## src/rtl/nextasic_pkg.sv

```systemverilog
// rtl/nextasic_pkg.sv - shared constants and FSM state type for the sender arbiter
package nextasic_pkg;

   localparam int FRAME_W = 40;

   localparam int KBD   = 0;
   localparam int MOUSE = 1;
   localparam int SND   = 2;

   typedef enum logic [1:0] {
      IDLE   = 2'd0,
      STROBE = 2'd1,
      GAP    = 2'd2
   } state_t;

endpackage

```

## src/rtl/rr_arbiter.sv

```systemverilog
// rtl/rr_arbiter.sv - round-robin pick over a request vector with an owned rotating pointer
module rr_arbiter #(
   parameter  int NREQ = 3,
   localparam int IDW  = (NREQ > 1) ? $clog2(NREQ) : 1
) (
   input  logic            clk,
   input  logic            rst_n,
   input  logic [NREQ-1:0] req,
   input  logic            advance,
   output logic [IDW-1:0]  grant,
   output logic            grant_valid
);

   logic [IDW-1:0] ptr;
   int             idx;

   // Walk from the farthest candidate down to ptr so the closest requester wins.
   always_comb begin
      grant       = '0;
      grant_valid = 1'b0;
      idx         = 0;
      for (int k = NREQ - 1; k >= 0; k--) begin
         idx = (int'(ptr) + k) % NREQ;
         if (req[idx]) begin
            grant       = IDW'(idx);
            grant_valid = 1'b1;
         end
      end
   end

   always_ff @(posedge clk or negedge rst_n) begin
      if (!rst_n) begin
         ptr <= '0;
      end else if (advance && grant_valid) begin
         ptr <= (int'(grant) == NREQ - 1) ? '0 : grant + IDW'(1);
      end
   end

endmodule

```

## src/rtl/sender_arbiter.sv

```systemverilog
// rtl/sender_arbiter.sv - shares one serial sender between several frame requesters
module sender_arbiter
   import nextasic_pkg::*;
#(
   parameter  int NREQ         = 3,
   parameter  int FRAME_W      = nextasic_pkg::FRAME_W,
   parameter  int VALID_CYCLES = 2,
   parameter  int GAP_CYCLES   = 4,
   localparam int IDW          = (NREQ > 1) ? $clog2(NREQ) : 1
) (
   input  logic                    clk,
   input  logic                    rst_n,
   input  logic [NREQ-1:0]         req,
   input  logic [NREQ*FRAME_W-1:0] req_data,
   output logic [NREQ-1:0]         ack,
   output logic [FRAME_W-1:0]      tx_data,
   output logic                    tx_valid,
   output logic [IDW-1:0]          grant_id,
   output logic                    busy
);

   localparam int CMAX = (VALID_CYCLES > GAP_CYCLES) ? VALID_CYCLES : GAP_CYCLES;
   localparam int CW   = (CMAX > 1) ? $clog2(CMAX) : 1;

   state_t         state, state_nx;
   logic [CW-1:0]  cnt, cnt_nx;
   logic [IDW-1:0] arb_grant;
   logic           arb_valid;
   logic           advance;

   rr_arbiter #(.NREQ(NREQ)) u_rr (
      .clk         (clk),
      .rst_n       (rst_n),
      .req         (req),
      .advance     (advance),
      .grant       (arb_grant),
      .grant_valid (arb_valid)
   );

   always_ff @(posedge clk or negedge rst_n) begin
      if (!rst_n) begin
         state <= IDLE;
         cnt   <= '0;
      end else begin
         state <= state_nx;
         cnt   <= cnt_nx;
      end
   end

   always_comb begin
      state_nx = state;
      cnt_nx   = cnt;
      advance  = 1'b0;
      case (state)
         IDLE: begin
            if (arb_valid) begin
               state_nx = STROBE;
               cnt_nx   = '0;
               advance  = 1'b1;
            end
         end
         STROBE: begin
            if (cnt == CW'(VALID_CYCLES - 1)) begin
               cnt_nx   = '0;
               state_nx = (GAP_CYCLES == 0) ? IDLE : GAP;
            end else begin
               cnt_nx = cnt + CW'(1);
            end
         end
         GAP: begin
            if (cnt == CW'(GAP_CYCLES - 1)) begin
               cnt_nx   = '0;
               state_nx = IDLE;
            end else begin
               cnt_nx = cnt + CW'(1);
            end
         end
         default: state_nx = IDLE;
      endcase
   end

   // Frame and id stay put until the next grant, so the sender can resample freely.
   always_ff @(posedge clk or negedge rst_n) begin
      if (!rst_n) begin
         tx_data  <= '0;
         grant_id <= '0;
         ack      <= '0;
      end else begin
         ack <= '0;
         if (advance) begin
            tx_data  <= req_data[int'(arb_grant)*FRAME_W +: FRAME_W];
            grant_id <= arb_grant;
            ack      <= NREQ'(1) << arb_grant;
         end
      end
   end

   assign tx_valid = (state == STROBE);
   assign busy     = (state != IDLE);

endmodule

```

## config.mk

```make
export PLATFORM = sky130hd
export DESIGN_NAME = sender_arbiter
export DESIGN_NICKNAME = d
export VERILOG_FILES = /design/src/rtl/nextasic_pkg.sv /design/src/rtl/rr_arbiter.sv /design/src/rtl/sender_arbiter.sv
export SDC_FILE = /design/constraint.sdc
export NUM_CORES = 1
export LEC_CHECK = 0
export BUFFER_PORTS_ARGS = -buffer_cell sky130_fd_sc_hd__buf_2
export CAP_MARGIN = 5
export CORE_UTILIZATION = 42
export DETAILED_ROUTE_END_ITERATION = 8
export GPL_TIMING_DRIVEN = 1
export HOLD_SLACK_MARGIN = 0.15
export PLACE_DENSITY_LB_ADDON = 0.2
export SYNTH_ARGS = -nofsm -noshare
export SYNTH_HDL_FRONTEND = slang
export SYNTH_SLANG_ARGS = --single-unit
```

## constraint.sdc

```tcl
create_clock -name clk -period 2.4 [get_ports clk]
set_input_delay 0.48 -clock clk [delete_from_list [all_inputs] [get_ports clk]]
set_output_delay 0.48 -clock clk [all_outputs]
set_load 0.02 [all_outputs]
```

==> impl_metrics.env, run 1 <==
export IMPL_number_of_sinks_handled_by_clock_tree_synthesis=51
export IMPL_timing_critical_path_max_delay_family="compound AO/OA/AOI/OAI gates"
export IMPL_asyncSetResetFlopFracSynth=1.00
export IMPL_postLayoutSetupSlackWorst_ns=0.127
export IMPL_cp_data_required_time_ns=2.59
export IMPL_synth_yosys_warnings=0
export IMPL_hold_path_class="input pin to flip-flop"
export IMPL_postPlaceCellArea_sq_um=4410
export IMPL_h_tree_lvl_count=2
export IMPL_route_detailed_drc=0
export IMPL_final_util=0.587
export IMPL_final_cell_area_sq_um=4580
export IMPL_irDropWorstVdd_uv=845
export IMPL_p_switching_mw=3.57
export IMPL_worst_pin_slew_ns=0.510
export IMPL_post_synth_instance_area_sq_um=3430
export IMPL_yosys_most_used_dff="dfrtp_1"
export IMPL_port_buffers=171
export IMPL_synthDominantAreaCellType="dfrtp_1"
export IMPL_synth_seq_cells=51
export IMPL_drt_initial_drc_count=132
export IMPL_num_cts_buffers=5
export IMPL_placement_rows=32
export IMPL_antennaDiodeCount=0
export IMPL_timing_final_hold_violations=0
export IMPL_tritoncts_clock_tree="built"
export IMPL_net_total_in_the_final_layout=623
export IMPL_final_max_slew_violation_count=0
export IMPL_timing_critical_path_to_type="flip-flop"
export IMPL_powerDensity_nw_per_um2=1590
export IMPL_synth_sequential_area_ratio=0.372
export IMPL_overall_die_area_sq_um=8530
export IMPL_critical_path_depth=8
export IMPL_synth_net_count=457
export IMPL_cpPeakStageDelay_ns=0.44
export IMPL_grt_pass1_wl_microns=15700
export IMPL_design_portCount=172
export IMPL_share_of_layout_cells_above_drive_strength_1=0.512
export IMPL_root_buffer="clkbuf_8"
export IMPL_max_clock_path_buffers=2
export IMPL_insertion_delay_ns=0.31
export IMPL_gr_total_overflow=0
export IMPL_die_width_microns=92.4
export IMPL_routed_via_density=5.58
export IMPL_grt_usage=0.234
export IMPL_gp_congestion=0.807
export IMPL_initial_antenna_violation_count=0
export IMPL_syn_mean_instance_area_sq_um=10.7
export IMPL_first_global_vias=3261
export IMPL_routed_wirelength_microns=9840
export IMPL_crit_path_max_fanout=27
export IMPL_post_route_min_period_ns=2.27
export IMPL_sequentialPowerShare=0.205
export IMPL_setup_worst_path_class="flip-flop to flip-flop"
export IMPL_r2r_start="u_rr.ptr[1]$_DFFE_PN0P_"
export IMPL_clk_pin_slew_ns=0.10
export IMPL_drt_pre_antenna_iters=4
export IMPL_critical_path_n_buffers_inverters=2
export IMPL_internal_power_mw=3.69
export IMPL_wire_per_inst_microns=16.7
export IMPL_synth_enable_flop_cells=0
export IMPL_timing_slew_headroom=0.660
export IMPL_synth_lib_cells_used_distinct=49
export IMPL_post_synth_inst_count=321
export IMPL_maxCapViolCount=0
export IMPL_finalSetupTns_ns=0
export IMPL_r2r_worst_path_cells=8
export IMPL_cp_cell_sequence="inv_1 -> ha_2 -> and3b_1 -> a211o_1 -> o22ai_4 -> buf_12 -> mux2i_1 -> o211ai_2"
export IMPL_setup_repair_after_global_routing_missed_its_margin="no"
export IMPL_result_of_the_run="completed"
export IMPL_core_area_sq_um=7810
export IMPL_mostFrequentLayoutCells="buf_2, dfrtp_1, mux2i_1"
export IMPL_finalClockSkew_ns=0.00899
export IMPL_critPathLaunch="u_rr.ptr[1]$_DFFE_PN0P_"
export IMPL_floorplan_die_height_microns=92.4
export IMPL_timing_critical_path_to="tx_data[13]$_DFFE_PN0P_"
export IMPL_synth_top_area_share=0.372
export IMPL_initial_core_utilization=0.439
export IMPL_synth_top_cells_by_area="dfrtp_1, o211ai_2, mux2i_1, nand4_1, o21ai_0"
export IMPL_leakage_nw=2.35
export IMPL_postRouteAntennaNets=0
export IMPL_final_fill_count=713
export IMPL_switching_share=0.492
export IMPL_clock_group_share_of_total_power=0.085
export IMPL_critical_path_reg2reg_endpoint="tx_data[13]$_DFFE_PN0P_"
export IMPL_timing_critical_path_from_type="flip-flop"
export IMPL_pwr_share_comb=0.710
export IMPL_arrival_ns=2.46
export IMPL_layout_cells_most_common="buf_2"
export IMPL_totalPowerFinal_mw=7.26
export IMPL_critical_hold_path_startpoint="req_data[25]"
export IMPL_timing_final_crit_share=0.947
export IMPL_worst_slack_after_detailed_placement_ns=0.0729
export IMPL_timing_fmax_mhz=440
export IMPL_pin_count_of_the_biggest_net_entering_global_routing=52
export IMPL_flow_area_growth_from_synthesis_pct=33.5
export IMPL_regToRegSetupSlack_ns=0.13
export IMPL_hpwlAfterDp_microns=7070
export IMPL_vias=3292
export IMPL_cpMaxStageDelayCell="dfrtp_1"
export IMPL_setup_viol=0
metrics by stage:
stage | std cells | hold WS (ns)
final | 590 | 0.403
after floorplan | 321 | 0.184
after global placement | 581 | 0.476
after global routing | 590 | 0.411
after CTS | 590 | 0.390
after detailed placement | 581 | 0.488
final cells by class:
class	count	area [sq um]	share of cell area
Clock inverter	3	43.8	0.00956
Clock buffer	5	68.8	0.0150
Inverter	13	48.8	0.0107
Tap cell	102	128	0.0279
Timing Repair Buffer	192	1070	0.234
Sequential cell	51	1280	0.279
Multi-Input combinational cell	224	1950	0.425
power by group through the flow:
stage	clock network, mW	logic, mW	registers (mW)
4_1_cts	0.638	5.10	1.49
6_report	0.614	5.16	1.49
5_1_grt	0.674	5.59	1.54
3_5_place_dp	0	5.10	1.50
2_1_floorplan	0	3.33	1.94
3_3_place_gp	0	5.00	1.50
state kept, by name, summed over array words and instances (netlist names):
name	flops
cnt	2
state	2
u_rr.ptr	2
grant_id	2
ack	3
tx_data	40
synth_stat cells, types with 2 or more instances:
| master | instances |
|---|---|
| a211o_1 | 2 |
| a21oi_1 | 3 |
| and3b_1 | 2 |
| buf_2 | 9 |
| buf_6 | 2 |
| buf_8 | 3 |
| clkbuf_1 | 16 |
| dfrtp_1 | 51 |
| ha_1 | 11 |
| inv_1 | 13 |
| mux2_1 | 2 |
| mux2i_1 | 45 |
| nand2_1 | 3 |
| nand3b_1 | 2 |
| nand4_1 | 39 |
| nor2_1 | 2 |
| nor2b_1 | 3 |
| o211ai_2 | 38 |
| o21ai_0 | 37 |
| o21ai_1 | 6 |
| o221ai_1 | 2 |
| o22ai_1 | 3 |
kinds of logic after synthesis:
family	synth area share
muxes	0.142
adders and majority gates	0.0401
AOI/OAI and AO/OA	0.265
DFF	0.372
buffers and inverters	0.0737
and+or+nand+nor	0.107
what timing repair did:
item | in CTS | in global routing
resized for setup | 0 | 8
hold buffers | 1 | 0
setup buffers | 0 | 0
setup endpoints to repair | 0 | 36
endpoints found under the hold margin | 2 | 0
worst min-delay path by stage:
stage	endpoint	slack [ns]	cells past startpoint
finish	tx_data[25]$_DFFE_PN0P_	0.40	2
global route	tx_data[25]$_DFFE_PN0P_	0.41	2
CTS	tx_data[25]$_DFFE_PN0P_	0.39	2
detailed placement	grant_id[1]$_DFFE_PN0P_	0.49	1
global placement	grant_id[1]$_DFFE_PN0P_	0.48	1
floorplan	ack[0]$_DFF_PN0_	0.18	0
worst register-to-register path, stage by stage, from the launching register on:
cell and delay (ns):
dfrtp_1 0.44, inv_1 0.13, ha_2 0.26, and3b_1 0.22, a211o_1 0.28, o22ai_4 0.20, buf_12 0.25, mux2i_1 0.29
o211ai_2 0.09
per-layer routing:
layer  track usage  part of all wire
met4        0.0742             0.014
met2         0.405              0.50
met3        0.0386             0.051
met5             0                 0
met1         0.297              0.43
No activity file was read; power rests on OpenSTA's default activity.
==> run 2: changes to the inputs <==
--- a/config.mk
+++ b/config.mk
@@ -7,11 +7,12 @@
 export LEC_CHECK = 0
 export BUFFER_PORTS_ARGS = -buffer_cell sky130_fd_sc_hd__buf_2
 export CAP_MARGIN = 5
-export CORE_UTILIZATION = 42
+export CORE_UTILIZATION = 47
 export DETAILED_ROUTE_END_ITERATION = 8
 export GPL_TIMING_DRIVEN = 1
 export HOLD_SLACK_MARGIN = 0.15
 export PLACE_DENSITY_LB_ADDON = 0.2
+export SLEW_MARGIN = 20
 export SYNTH_ARGS = -nofsm -noshare
 export SYNTH_HDL_FRONTEND = slang
 export SYNTH_SLANG_ARGS = --single-unit
==> constraint.sdc (replaced) <==
create_clock -name clk -period 2.61 [get_ports clk]
set_input_delay 0.522 -clock clk [delete_from_list [all_inputs] [get_ports clk]]
set_output_delay 0.522 -clock clk [all_outputs]
set_load 0.02 [all_outputs]
==> impl_metrics.env, run 2 (synthesis gave the netlist of run 1 again) <==
export IMPL_result_of_the_run="completed"
export IMPL_timing_fmax_mhz=412
export IMPL_gr_total_overflow=0
export IMPL_critPathLaunch="u_rr.ptr[0]$_DFFE_PN0P_"
export IMPL_postRouteAntennaNets=0
export IMPL_routed_wirelength_microns=9600
export IMPL_mostFrequentLayoutCells="buf_2, dfrtp_1, mux2i_1"
export IMPL_gp_congestion=0.819
export IMPL_final_fill_count=619
export IMPL_first_global_vias=3225
export IMPL_crit_path_max_fanout=16
export IMPL_root_buffer="clkbuf_8"
export IMPL_h_tree_lvl_count=2
export IMPL_share_of_layout_cells_above_drive_strength_1=0.499
export IMPL_timing_slew_headroom=0.599
export IMPL_floorplan_die_height_microns=87.4
export IMPL_design_portCount=172
export IMPL_grt_usage=0.249
export IMPL_timing_final_crit_share=0.931
export IMPL_r2r_start="u_rr.ptr[0]$_DFFE_PN0P_"
export IMPL_drt_pre_antenna_iters=5
export IMPL_timing_critical_path_max_delay_family="compound AO/OA/AOI/OAI gates"
export IMPL_worst_hold_slack_ns=0.455
export IMPL_max_clock_path_buffers=2
export IMPL_critical_path_n_buffers_inverters=2
export IMPL_route_detailed_drc=0
export IMPL_routed_via_density=5.65
export IMPL_cp_data_required_time_ns=2.79
export IMPL_num_cts_buffers=5
export IMPL_worst_slack_after_detailed_placement_ns=0.164
export IMPL_timing_critical_path_from_type="flip-flop"
export IMPL_timing_critical_path_to="tx_data[8]$_DFFE_PN0P_"
export IMPL_critical_path_reg2reg_endpoint="tx_data[8]$_DFFE_PN0P_"
export IMPL_port_buffers=171
export IMPL_dpl_cell_count=574
export IMPL_post_route_min_period_ns=2.43
export IMPL_maxCapViolCount=0
export IMPL_grt_pass1_wl_microns=14900
export IMPL_hpwlAfterDp_microns=7110
export IMPL_leakage_nw=2.33
export IMPL_clk_pin_slew_ns=0.09
export IMPL_initial_core_utilization=0.497
export IMPL_arrival_ns=2.61
export IMPL_regToRegSetupSlack_ns=0.18
export IMPL_flow_area_growth_from_synthesis_pct=31.0
export IMPL_hold_path_class="input pin to flip-flop"
export IMPL_initial_antenna_violation_count=0
export IMPL_finalSetupTns_ns=0
export IMPL_number_of_sinks_handled_by_clock_tree_synthesis=51
export IMPL_core_area_sq_um=6910
export IMPL_cpPeakStageDelay_ns=0.41
export IMPL_max_flop_register="tx_data"
export IMPL_final_non_filler_cells=583
export IMPL_vias=3292
export IMPL_irDropWorstVdd_uv=601
export IMPL_antennaDiodeCount=0
export IMPL_setup_viol=0
export IMPL_cpMaxStageDelayCell="ha_2"
export IMPL_worst_pin_slew_ns=0.601
export IMPL_totalPowerFinal_mw=6.47
export IMPL_biggestRegsByFlops="tx_data (40), ack (3)"
export IMPL_setup_worst_path_class="flip-flop to flip-flop"
export IMPL_layout_cells_most_common="buf_2"
export IMPL_finalClockSkew_ns=0.00775
export IMPL_critical_path_depth=8
export IMPL_net_total_in_the_final_layout=622
export IMPL_final_max_slew_violation_count=0
export IMPL_overall_die_area_sq_um=7640
export IMPL_powerDensity_nw_per_um2=1440
export IMPL_r2r_worst_path_cells=8
export IMPL_die_width_microns=87.4
export IMPL_tritoncts_clock_tree="built"
export IMPL_postLayoutSetupSlackWorst_ns=0.180
export IMPL_timing_critical_path_to_type="flip-flop"
export IMPL_layout_area_seq_sq_um=1280
export IMPL_setup_repair_after_global_routing_missed_its_margin="no"
export IMPL_largest_reg_flops=40
export IMPL_drt_initial_drc_count=204
export IMPL_wire_per_inst_microns=16.5
export IMPL_multi_input_comb_area_sq_um=1910
export IMPL_placement_rows=30
export IMPL_timing_final_hold_violations=0
export IMPL_insertion_delay_ns=0.30
export IMPL_cp_cell_sequence="inv_1 -> ha_2 -> and3b_1 -> a211o_1 -> o22ai_4 -> buf_12 -> mux2i_1 -> o211ai_2"
export IMPL_pin_count_of_the_biggest_net_entering_global_routing=46
## run 2: changes by cell type in the layout (fill, tap and decap cells not counted), sizes merged
cell and change:
clkinv -1, bufinv -1, clkbuf +2, buf -1
## run 2: worst min-delay path by stage
stage            startpoint                 endpoint  slack [ns]  cells after the start
2_1_floorplan         rst_n         ack[0]$_DFF_PN0_        0.23                      0
3_3_place_gp          rst_n  tx_data[34]$_DFFE_PN0P_        0.31                      1
3_5_place_dp          rst_n  tx_data[34]$_DFFE_PN0P_        0.31                      1
4_1_cts        req_data[25]  tx_data[25]$_DFFE_PN0P_        0.45                      2
5_1_grt        req_data[25]  tx_data[25]$_DFFE_PN0P_        0.44                      2
6_report       req_data[25]  tx_data[25]$_DFFE_PN0P_        0.46                      2
## run 2: cell type report
class | instances | area share
clock inverter | 1 | 0.00111
inverter | 13 | 0.0109
sequential | 51 | 0.284
clock buffer | 7 | 0.0170
multi-input combinational | 224 | 0.425
timing repair buffer | 191 | 0.236
tap | 96 | 0.0267
## run 2: timing repair
item / in CTS / in global routing
endpoints found under the setup margin: 0 / 15
resized for setup: 0 / 2
hold endpoints to repair: 1 / 0
buffers inserted: 0 / 0
hold buffers: 1 / 0
## run 2: per-stage QoR
stage / util / instance area, sq um
floorplan: - / 3430
global placement: 0.637 / 4400
detailed placement: 0.637 / 4400
CTS: 0.650 / 4490
global route: 0.651 / 4490
finish: 0.651 / 4490
## run 2: layer usage
layer / GRT usage / routed length (microns) / vias up
met5: 0 / 0 / -
met4: 0.0596 / 157 / 0
met3: 0.0436 / 558 / 16
met2: 0.449 / 4810 / 132
met1: 0.309 / 4080 / 1574
li1: - / - / 1570
## run 2: power breakdown
| part | switching [mW] | total [mW] | internal (mW) |
|---|---|---|---|
| Combinational | 2.78 | 4.64 | 1.87 |
| Clock | 0.262 | 0.451 | 0.189 |
| Sequential | 0.185 | 1.38 | 1.20 |
| Total | 3.22 | 6.47 | 3.25 |
==> run 3: changes to the inputs <==
--- a/config.mk
+++ b/config.mk
@@ -12,7 +12,9 @@
 export GPL_TIMING_DRIVEN = 1
 export HOLD_SLACK_MARGIN = 0.15
 export PLACE_DENSITY_LB_ADDON = 0.2
+export RECOVER_POWER = 50
 export SLEW_MARGIN = 20
 export SYNTH_ARGS = -nofsm -noshare
 export SYNTH_HDL_FRONTEND = slang
 export SYNTH_SLANG_ARGS = --single-unit
+export TNS_END_PERCENT = 30
==> impl_metrics.env, run 3 (synthesis gave the netlist of run 1 again) <==
export IMPL_result_of_the_run="finished with violations"
export IMPL_failed_checks="max-capacitance violations, max-slew violations"
export IMPL_net_total_in_the_final_layout=622
export IMPL_finalSetupTns_ns=0
export IMPL_hpwlAfterDp_microns=7110
export IMPL_routed_via_density=5.64
export IMPL_r2r_start="u_rr.ptr[0]$_DFFE_PN0P_"
export IMPL_initial_antenna_violation_count=0
export IMPL_pin_count_of_the_biggest_net_entering_global_routing=46
export IMPL_postRouteAntennaNets=0
export IMPL_mostFrequentLayoutCells="buf_2, dfrtp_1, mux2i_1"
export IMPL_grt_pass1_wl_microns=14900
export IMPL_hold_path_class="input pin to flip-flop"
export IMPL_cpPeakStageDelay_ns=0.41
export IMPL_design_portCount=172
export IMPL_timing_final_crit_share=0.929
export IMPL_timing_critical_path_to_type="flip-flop"
export IMPL_share_of_layout_cells_above_drive_strength_1=0.446
export IMPL_powerDensity_nw_per_um2=1450
export IMPL_worst_hold_slack_ns=0.452
export IMPL_final_max_slew_violation_count=28
export IMPL_layout_area_seq_sq_um=1280
export IMPL_die_width_microns=87.4
export IMPL_cp_cell_sequence="inv_1 -> ha_2 -> and3b_1 -> a211o_1 -> o22ai_4 -> buf_12 -> mux2i_1 -> o211ai_2"
export IMPL_critical_path_n_buffers_inverters=2
export IMPL_num_cts_buffers=5
export IMPL_antennaDiodeCount=0
export IMPL_cp_data_required_time_ns=2.79
export IMPL_arrival_ns=2.61
export IMPL_gp_congestion=0.819
export IMPL_critPathLaunch="u_rr.ptr[0]$_DFFE_PN0P_"
export IMPL_crit_path_max_fanout=14
export IMPL_timing_final_hold_violations=0
export IMPL_insertion_delay_ns=0.31
export IMPL_regToRegSetupSlack_ns=0.19
export IMPL_overall_die_area_sq_um=7640
export IMPL_critical_path_reg2reg_endpoint="tx_data[21]$_DFFE_PN0P_"
export IMPL_setup_viol=0
export IMPL_grt_usage=0.249
export IMPL_maxCapViolCount=1
export IMPL_post_route_min_period_ns=2.42
export IMPL_wire_per_inst_microns=16.5
export IMPL_placement_rows=30
export IMPL_dpl_cell_count=574
export IMPL_r2r_worst_path_cells=8
export IMPL_postCtsSetupRepairBufs=0
export IMPL_drt_initial_drc_count=166
export IMPL_layout_cells_most_common="buf_2"
export IMPL_first_global_vias=3225
export IMPL_routed_wirelength_microns=9640
export IMPL_max_clock_path_buffers=2
export IMPL_initial_core_utilization=0.497
export IMPL_final_non_filler_cells=583
export IMPL_timing_fmax_mhz=412
export IMPL_irDropWorstVdd_uv=601
export IMPL_flow_area_growth_from_synthesis_pct=29.9
export IMPL_h_tree_lvl_count=2
export IMPL_timing_slew_headroom=-0.0202
export IMPL_core_area_sq_um=6910
export IMPL_setup_repair_after_global_routing_missed_its_margin="no"
export IMPL_number_of_sinks_handled_by_clock_tree_synthesis=51
export IMPL_clk_pin_slew_ns=0.09
export IMPL_biggestRegsByFlops="tx_data (40), ack (3)"
export IMPL_gr_total_overflow=0
export IMPL_cpMaxStageDelayCell="ha_2"
export IMPL_final_fill_count=622
export IMPL_finalClockSkew_ns=0.00629
export IMPL_worst_pin_slew_ns=1.53
export IMPL_floorplan_die_height_microns=87.4
export IMPL_route_detailed_drc=0
export IMPL_largest_reg_flops=40
export IMPL_multi_input_comb_area_sq_um=1910
export IMPL_timing_critical_path_to="tx_data[21]$_DFFE_PN0P_"
export IMPL_drt_pre_antenna_iters=4
export IMPL_leakage_nw=2.24
export IMPL_critical_path_depth=8
export IMPL_max_flop_register="tx_data"
export IMPL_setup_worst_path_class="flip-flop to flip-flop"
export IMPL_port_buffers=171
export IMPL_tritoncts_clock_tree="built"
export IMPL_vias=3286
export IMPL_root_buffer="clkbuf_8"
export IMPL_timing_critical_path_max_delay_family="compound AO/OA/AOI/OAI gates"
export IMPL_timing_critical_path_from_type="flip-flop"
run 3: worst min-delay path by stage:
stage,depth (start not counted),end,slack [ns],start
global route,2,tx_data[25]$_DFFE_PN0P_,0.44,req_data[25]
finish,2,tx_data[25]$_DFFE_PN0P_,0.45,req_data[25]
CTS,2,tx_data[25]$_DFFE_PN0P_,0.45,req_data[25]
global placement,1,tx_data[34]$_DFFE_PN0P_,0.31,rst_n
detailed placement,1,tx_data[34]$_DFFE_PN0P_,0.31,rst_n
floorplan,0,ack[0]$_DFF_PN0_,0.23,rst_n
run 3: through the flow:
| step | setup slack [ns] | area [sq um] | utilization | power, mW |
|---|---|---|---|---|
| 2_1_floorplan | 0.384 | 3430 | - | 4.84 |
| 3_3_place_gp | 0.217 | 4400 | 0.637 | 5.94 |
| 3_5_place_dp | 0.164 | 4400 | 0.637 | 6.05 |
| 4_1_cts | 0.128 | 4490 | 0.650 | 6.50 |
| 5_1_grt | 0.0496 | 4460 | 0.645 | 6.89 |
| 6_report | 0.185 | 4460 | 0.645 | 6.44 |
run 3: power breakdown:
| group | switching [mW] | internal (mW) |
|---|---|---|
| sequential | 0.189 | 1.20 |
| combinational | 2.79 | 1.82 |
| clock | 0.264 | 0.189 |
| total | 3.24 | 3.20 |
run 3: repair_timing:
action,in CTS,in global routing
resized for setup,0,2
hold buffers,1,0
endpoints found under the setup margin,0,15
hold endpoints to repair,1,0
run 3: area by class of cell:
cell class	instances	area share
clock buffers	7	0.0171
clock inverters	1	0.00112
inverters	13	0.0109
multi-input cells	224	0.428
flip-flops and latches	51	0.286
well taps	96	0.0270
repair buffers	191	0.229
run 3: layer usage:
layer,share of wire,vias to the layer above,global-route usage
met3,0.061,12,0.0436
met1,0.43,1573,0.309
met5,0,-,0
li1,-,1572,-
met4,0.014,0,0.0596
met2,0.50,129,0.449
